$ cat src/rtl/req_grant_fetch_buffer.sv
// -----------------------------------------------------------------------------
// req_grant_fetch_buffer
//
// Requester side of a req/grant payload source. The block raises req whenever
// the FIFO will still have a free slot after the current edge. The provider
// answers req in the same cycle with grant and payload. Every granted payload
// is captured into an in-order FIFO. The FIFO head is presented downstream
// over a valid/ready handshake.
//
// Parameters
//   payload_width    payload and FIFO data width in bits
//   fifo_depth       number of FIFO entries; must be a power of two and >= 2
//   stall_cnt_width  width of the saturating stall counter
//
// Ports
//   clk        clock; all state updates on the rising edge
//   rst_n      asynchronous active-low reset
//   en         fetch enable; req is raised only while en=1
//   flush      synchronous flush; empties the FIFO and drops req
//   req        registered request to the provider
//   grant      provider grant; meaningful only while req=1
//   payload    provider data; captured when req & grant
//   m_valid    FIFO head valid
//   m_data     FIFO head data; zero while the FIFO is empty
//   m_ready    downstream accepts the head entry
//   fifo_cnt   current number of entries, 0..fifo_depth
//   stall_cnt  saturating count of cycles with req=1 and grant=0
// -----------------------------------------------------------------------------
module req_grant_fetch_buffer #(
  parameter int payload_width   = 32,
  parameter int fifo_depth      = 4,
  parameter int stall_cnt_width = 16
) (
  input  logic                          clk,
  input  logic                          rst_n,
  input  logic                          en,
  input  logic                          flush,
  output logic                          req,
  input  logic                          grant,
  input  logic [payload_width-1:0]      payload,
  output logic                          m_valid,
  output logic [payload_width-1:0]      m_data,
  input  logic                          m_ready,
  output logic [$clog2(fifo_depth):0]   fifo_cnt,
  output logic [stall_cnt_width-1:0]    stall_cnt
);

  localparam int ptr_w = $clog2(fifo_depth);
  localparam int cnt_w = ptr_w + 1;

  localparam logic [cnt_w-1:0] cnt_one   = cnt_w'(1);
  localparam logic [cnt_w-1:0] cnt_full  = cnt_w'(fifo_depth);
  localparam logic [ptr_w-1:0] ptr_one   = ptr_w'(1);
  localparam logic [stall_cnt_width-1:0] stall_one = stall_cnt_width'(1);

  // ---------------------------------------------------------------------------
  // Storage and bookkeeping state
  // ---------------------------------------------------------------------------
  logic [payload_width-1:0] mem [fifo_depth];
  logic [ptr_w-1:0]         wr_ptr;
  logic [ptr_w-1:0]         rd_ptr;
  logic [cnt_w-1:0]         cnt;
  logic [cnt_w-1:0]         cnt_next;
  logic                     req_next;
  logic                     push;
  logic                     pop;

  // ---------------------------------------------------------------------------
  // Handshake qualification
  // ---------------------------------------------------------------------------
  // A grant only counts while req is high, so a stray grant while full (req=0)
  // cannot corrupt the FIFO. Flush discards both the grant and the pop of the
  // flush cycle.
  assign push = req & grant & ~flush;

  // m_valid gates m_ready, so a ready while empty is ignored.
  assign pop  = m_valid & m_ready & ~flush;

  // ---------------------------------------------------------------------------
  // Downstream view of the FIFO head
  // ---------------------------------------------------------------------------
  assign m_valid  = (cnt != '0);
  assign fifo_cnt = cnt;

  // The storage array is never reset, so the head is forced to zero while
  // empty; this keeps m_data at zero after reset and after a flush.
  assign m_data = m_valid ? mem[rd_ptr] : '0;

  // ---------------------------------------------------------------------------
  // Post-edge occupancy and the request decision
  // ---------------------------------------------------------------------------
  always_comb begin
    // NOTE: assign a default before any branch so no path leaves the signal
    // unassigned; an unassigned path in always_comb infers a latch.
    cnt_next = cnt;
    if (flush) begin
      cnt_next = '0;
    end else if (push && !pop) begin
      cnt_next = cnt + cnt_one;
    end else if (pop && !push) begin
      cnt_next = cnt - cnt_one;
    end
  end

  // req is decided from the occupancy that will exist after this edge, so the
  // edge that fills the last slot also drops req. Because req is registered,
  // there is no combinational path from grant or m_ready to req.
  assign req_next = en & ~flush & (cnt_next < cnt_full);

  // ---------------------------------------------------------------------------
  // Control registers
  // ---------------------------------------------------------------------------
  always_ff @(posedge clk or negedge rst_n) begin
    // NOTE: sequential state is updated with non-blocking assignments, so every
    // register samples pre-edge values regardless of statement order.
    if (!rst_n) begin
      wr_ptr <= '0;
      rd_ptr <= '0;
      cnt    <= '0;
      req    <= 1'b0;
    end else begin
      cnt <= cnt_next;
      req <= req_next;
      if (flush) begin
        wr_ptr <= '0;
        rd_ptr <= '0;
      end else begin
        // Pointer widths equal log2(depth), so the natural roll-over is the
        // modulo-depth wrap.
        if (push) wr_ptr <= wr_ptr + ptr_one;
        if (pop)  rd_ptr <= rd_ptr + ptr_one;
      end
    end
  end

  // ---------------------------------------------------------------------------
  // Payload storage
  // ---------------------------------------------------------------------------
  // NOTE: the data array has no reset. Its contents are only observable
  // through entries counted in cnt, and cnt is reset.
  always_ff @(posedge clk) begin
    if (push) begin
      mem[wr_ptr] <= payload;
    end
  end

  // ---------------------------------------------------------------------------
  // Saturating stall counter
  // ---------------------------------------------------------------------------
  // Counts every cycle the provider leaves an outstanding request unanswered.
  // It holds at all-ones instead of wrapping. Flush does not clear it.
  always_ff @(posedge clk or negedge rst_n) begin
    if (!rst_n) begin
      stall_cnt <= '0;
    end else if (req && !grant && (stall_cnt != '1)) begin
      stall_cnt <= stall_cnt + stall_one;
    end
  end

  // ---------------------------------------------------------------------------
  // Protocol check (simulation)
  // ---------------------------------------------------------------------------
  // The provider may only grant an outstanding request. The push qualifier
  // already ignores such a grant; this flags the provider bug.
  grant_needs_req: assert property (@(posedge clk) disable iff (!rst_n) grant |-> req);

endmodule

$ cat config.mk
export PLATFORM = sky130hd
export DESIGN_NAME = req_grant_fetch_buffer
export DESIGN_NICKNAME = d
export VERILOG_FILES = /design/src/rtl/req_grant_fetch_buffer.sv
export SDC_FILE = /design/constraint.sdc
export NUM_CORES = 1
export LEC_CHECK = 0
export CORE_UTILIZATION = 32
export DETAILED_ROUTE_END_ITERATION = 6
export DONT_BUFFER_PORTS = 1
export GPL_ROUTABILITY_DRIVEN = 0
export SLEW_MARGIN = 5
export SYNTH_ARGS = -nofsm -noshare
export SYNTH_HDL_FRONTEND = slang
export SYNTH_SLANG_ARGS = --single-unit
$ cat constraint.sdc
create_clock -name clk -period 4.6 [get_ports clk]
set_clock_uncertainty 0.2 [all_clocks]
set_input_delay 0.92 -clock clk [delete_from_list [all_inputs] [get_ports clk]]
set_output_delay 0.92 -clock clk [all_outputs]
set_load 0.05 [all_outputs]
==> flow_summary_export.csv, run 1 <==
group,metric,value,unit
synth,synth_ff_type,"edfxtp_1",
timing,fmax,259,MHz
critical_path,ff2ff_path_depth,6,
synth,netlist-cell-type-count,38,
placement,place_area,6560,µm²
synth,synth_top_cell_by_area,"edfxtp_1",
timing,rsz0062_at_grt,"no",
critical_path,cp_max_fo,37,
pwr,p_seq_frac,0.405,
pwr,p_clk_frac,0.329,
timing,setup_tns,0,ps
synth,synth_area_per_cell,18.4,µm²
hold_path,worst_hold_path_type,"in -> async",
drt,drt_iter0_drc,163,
timing,maxSlewHeadroom,0.373,
placement,io_buffer_count,0,
placement,dp.cells,590,
grt,antenna_found_initial,0,
floorplanning,die-height,141,µm
timing,worst_pin_slew,940,ps
synth,synth_edf_count,128,
clock_tree,tritoncts,"done",
synth,synthesis.nets,381,
drt,postRouteAntennaNets,0,
floorplanning,dieArea,19900,µm²
timing,holdWs,113,ps
pwr,ir_drop,0.337,mV
finish,num-nets-final,396,
finish,area_delta_synth_final,16.4,%
timing,setup_violations,0,
drt,firstDrtPassIters,4,
timing,drv_slew,0,
critical_path,crit_path_end_kind,"output pin",
synth,ys_async_sr_fraction,0.158,
synth,synthTopCellsByArea,"edfxtp_1, mux4_2, dfrtp_1, and2_1, ha_1",
critical_path,crit_type,"reg -> out",
critical_path,crit_slowest_cell,"dfrtp_1",
flow_run,maxCapViolCount,0,
placement,pre_cts_ws,1160,ps
pwr,power_density,607,nW/µm²
timing,period_needed,3860,ps
status,status,"finished, final reports clean",
pwr,power,4.36,mW
grt,grt_overflow_total,0,
synth,synth_top_cell_area_share,0.622,
synth,ys.warnings.count,0,
critical_path,rr_endpoint,"fifo_cnt[1]",
drt,drt-total-wl,11900,µm
synth,synth_common_cells,"edfxtp_1, and2_1, mux4_2, dfrtp_1",
drt,vias,2980,
critical_path,cp-start-kind,"register",
clock_tree,clock_sinks,152,
drt,wl_per_cell,19.2,µm
synth,synth_seq_cells,152,
grt,grt_pass1_vias,3159,
synth,synth_most_common_cell,"edfxtp_1",
floorplanning,initial_core_util,0.328,
placement,dp_hpwl,7440,µm
grt,grt_pass1_wl,18000,µm
finish,final_core_util,0.382,
critical_path,ff2ff_setup_slack,1960,ps
clock_tree,cts-root-buf,"clkbuf_16",
drt,viasPerCell,4.78,
finish,stdcell_count,623,
pwr,p_int,2.74,mW
critical_path,cp_num_buf_inv,1,
critical_path,r2r-start,"fifo_cnt[1]",
timing,fin_ws,739,ps
timing,hold_viol,0,
floorplanning,core,18800,µm²
finish,finalInstanceArea,7190,µm²
floorplanning,rows,50,
pwr,combPwrFrac,0.266,
timing,fin_crit_sh,0.839,
clock_tree,cts_max_level,4,
synth,syn-cell-area,6180,µm²
pwr,p_switching,1.62,mW
clock_tree,clock_path_buffers,2,
grt,grt_usage,0.127,
finish,diodes,0,
floorplanning,boundaryPins,91,
critical_path,arrival,2740,ps
pwr,netSwitchingFraction,0.372,
finish,drive_gt1_frac,0.240,
floorplanning,dieWidth,141,µm
critical_path,slowest_delay,780,ps
clock_tree,clock_latency,410,ps
clock_tree,cts-buffers-inserted,17,
synth,yosysSeqAreaShare,0.719,
clock_tree,cts_resized,0,
synth,syn_inst,335,
clock_tree,path_clk_slew,60,ps
critical_path,crit_family,"simple AND/OR/NAND/NOR gates",
drt,drc,0,
pwr,leakage,2.41,nW
critical_path,path_cells,"inv_1, ha_1, nand2b_2, and2_1",
grt,grt_start_max_net_pins,38,
critical_path,cp.required,3480,ps
[cells in the final DEF (no fill, tap or decap), types with 3 or more instances in the layout]
cell type,Yosys,final
ha_1,8,8
nor4_1,6,6
dfrtp_1,24,22
a211oi_1,4,4
bufinv_16,0,3
inv_8,0,3
nand3_1,7,7
nor3_1,4,4
clkinv_4,0,3
edfxtp_1,128,128
and2_1,32,32
nor3b_2,0,4
nand4_1,4,4
buf_4,0,9
a21oi_1,3,3
clkbuf_16,0,17
nand2_1,8,8
nor2_1,11,11
xor2_1,11,11
inv_6,0,3
mux4_2,32,32
xnor2_1,4,4
inv_1,7,7
[sequential cells by signal, summed over array words and instances (netlist names)]
name	cells
fifo_cnt	3
mem	128
rd_ptr	2
req	1
stall_cnt	16
wr_ptr	2
[layout make-up]
class                      instances  area (µm²)
fill                            1709       11600
sequential                       152        4450
multi-input combinational        161        1670
clock buffer                      17         425
tap                              260         325
clock inverter                    15         190
timing repair buffer              11         108
inverter                           7        26.3
[logic make-up after synthesis]
family                   Yosys count  synth area share
AO/OA/AOI/OAI                     18            0.0251
AND/OR/NAND/NOR                   85            0.0816
flip-flops                       152             0.719
multiplexers                      35             0.122
XOR/XNOR                          15            0.0213
adder cells (fa/ha/maj)            8            0.0162
buffers and inverters             22            0.0144
[metal layers]
| metal | vias up | part of all wire | GRT usage |
|---|---|---|---|
| met4 | 0 | 0.013 | 0.0561 |
| li1 | 1346 | - | - |
| met1 | 1518 | 0.41 | 0.145 |
| met5 | - | 0 | 0 |
| met2 | 104 | 0.48 | 0.202 |
| met3 | 12 | 0.091 | 0.0625 |
[power by group through the flow]
stage | combinational (mW) | sequential [mW] | clock, mW
final | 1.16 | 1.77 | 1.43
after global routing | 1.24 | 1.78 | 1.52
after floorplan | 1.07 | 1.72 | 0
after CTS | 1.18 | 1.77 | 1.47
after detailed placement | 1.17 | 1.80 | 0
after global placement | 1.16 | 1.80 | 0
[worst max path at each step]
| stage | cells past startpoint | from | to |
|---|---|---|---|
| floorplan | 3 | grant | mem[0][0] |
| global placement | 4 | fifo_cnt[1] | m_data[0] |
| detailed placement | 4 | fifo_cnt[1] | m_data[7] |
| CTS | 4 | fifo_cnt[1] | m_data[16] |
| global route | 4 | fifo_cnt[1] | m_data[9] |
| finish | 4 | fifo_cnt[1] | m_data[8] |
[timing repair]
item                       CTS  global route
hold endpoints to repair    24             0
setup buffers                0             0
setup endpoints to repair    0             0
hold buffers                 1             0
No activity file was read; power rests on OpenSTA's default activity.
==> inputs of run 2 (changes only) <==
Clock period 4.6 ns to 3.1 ns, I/O delays scaled along.
==> run 2 against run 1 <==
Net effect: sequential power up 37%; global-route usage grew 0.45 points; critical path depth unchanged; final cell count rose by 7.1%; register-to-register slack worse by 1300 ps; die area stayed put.
==> flow_summary_export.csv, run 2 (synthesized netlist as in run 1, its figures left out) <==
group,metric,value,unit
floorplanning,die-height,141,µm
critical_path,cp-start-kind,"register",
clock_tree,cts_max_level,4,
timing,setup_tns,0,ps
finish,diodes,0,
grt,grt_use_met2,0.210,
grt,grt_start_max_net_pins,35,
placement,io_buffer_count,0,
finish,stdcell_count,667,
timing,fmax,355,MHz
floorplanning,boundaryPins,91,
clock_tree,clock_sinks,152,
clock_tree,path_clk_slew,60,ps
drt,wl_per_cell,18.6,µm
grt,grt-busiest-layer,"met2",
critical_path,path_cells,"buf_12, mux4_2, and2_1, buf_12",
finish,finalInstanceArea,7770,µm²
critical_path,arrival,2000,ps
critical_path,crit_type,"reg -> out",
pwr,leakage,2.71,nW
grt,grt_overflow_total,0,
critical_path,cp_max_fo,34,
timing,maxSlewHeadroom,0.577,
timing,fin_crit_sh,0.910,
grt,gr-usage-met1,0.153,
finish,regMostFlops,"mem",
placement,pre_cts_ws,659,ps
flow_run,maxCapViolCount,0,
drt,viasPerCell,4.70,
timing,holdWs,62.0,ps
clock_tree,cts-root-buf,"clkbuf_16",
clock_tree,hold_buffers,2,
finish,final_common_cell,"edfxtp_1",
finish,drive_gt1_frac,0.322,
finish,num-nets-final,442,
timing,hold_viol,0,
placement,place_area,7120,µm²
placement,dp.cells,635,
placement,dp_hpwl,7650,µm
critical_path,slowest_delay,560,ps
floorplanning,rows,50,
clock_tree,cts_resized,0,
grt,grt_usage,0.132,
grt,grt_pass1_wl,18900,µm
drt,drt_iter0_drc,162,
finish,area_delta_synth_final,25.7,%
drt,drt-total-wl,12400,µm
pwr,ir_drop,0.546,mV
timing,rsz0062_at_grt,"no",
drt,postRouteAntennaNets,0,
floorplanning,dieWidth,141,µm
critical_path,crit_slowest_cell,"mux4_2",
pwr,power_density,933,nW/µm²
timing,worst_pin_slew,634,ps
clock_tree,clock_latency,420,ps
pwr,power,7.25,mW
timing,period_needed,2820,ps
clock_tree,clock_path_buffers,2,
finish,layout_common_cells,"edfxtp_1, buf_4, mux4_2, and2_1, dfrtp_1",
floorplanning,core,18800,µm²
grt,use_met3,0.0601,
timing,fin_ws,280,ps
timing,drv_slew,0,
status,status,"finished, final reports clean",
finish,final_core_util,0.413,
clock_tree,postCtsSetupRepairBufs,0,
clock_tree,cts-buffers-inserted,17,
critical_path,crit_path_end_kind,"output pin",
drt,vias,3137,
clock_tree,tritoncts,"done",
drt,drc,0,
critical_path,cp.required,2280,ps
floorplanning,initial_core_util,0.328,
drt,firstDrtPassIters,4,
grt,antenna_found_initial,0,
hold_path,worst_hold_path_type,"in -> reg",
critical_path,critPathMostFrequentCell,"buf_12",
floorplanning,dieArea,19900,µm²
grt,grt_pass1_vias,3336,
timing,setup_violations,0,
finish,largest_reg_flops,128,
==> run 2: final timing paths <==
| path | from | end | slack [ps] | depth (start not counted) |
|---|---|---|---|---|
| worst max-delay path | rd_ptr[0] | m_data[13] | 280 | 4 |
| worst min-delay path | flush | rd_ptr[0] | 60 | 1 |
| worst max register to register | stall_cnt[1] | stall_cnt[1] | 650 | 4 |
| worst min register to register | stall_cnt[4] | stall_cnt[4] | 370 | 1 |
| max in group asynchronous | rst_n | rd_ptr[1] | 2090 | 2 |
| min in group asynchronous | rst_n | stall_cnt[8] | 430 | 2 |
==> run 2: power breakdown <==
group	internal, mW	total (mW)	switching [mW]
clock	1.35	2.18	0.823
combinational	1.09	2.64	1.55
sequential	2.29	2.43	0.139
==> run 2: critical path: cells and delay by family, from the launching register on <==
kind / cells / cell delay, ps
AND/OR/NAND/NOR: 1 / 200
multiplexers: 1 / 560
buffers and inverters: 2 / 430
flip-flops: 1 / 370
==> run 2: cell type report <==
| cell class | instances | area [µm²] |
|---|---|---|
| fillers | 1671 | 11100 |
| flip-flops and latches | 152 | 4450 |
| multi-input cells | 161 | 1670 |
| repair buffers | 57 | 681 |
| clock buffers | 17 | 425 |
| well taps | 260 | 325 |
| clock inverters | 13 | 196 |
| inverters | 7 | 26.3 |
==> run 2: layer usage <==
layer | part of all wire | up-vias | wire [µm]
met2 | 0.48 | 101 | 5960
li1 | - | 1432 | -
met3 | 0.093 | 15 | 1160
met5 | 0 | - | 0
met4 | 0.016 | 0 | 197
met1 | 0.41 | 1589 | 5110
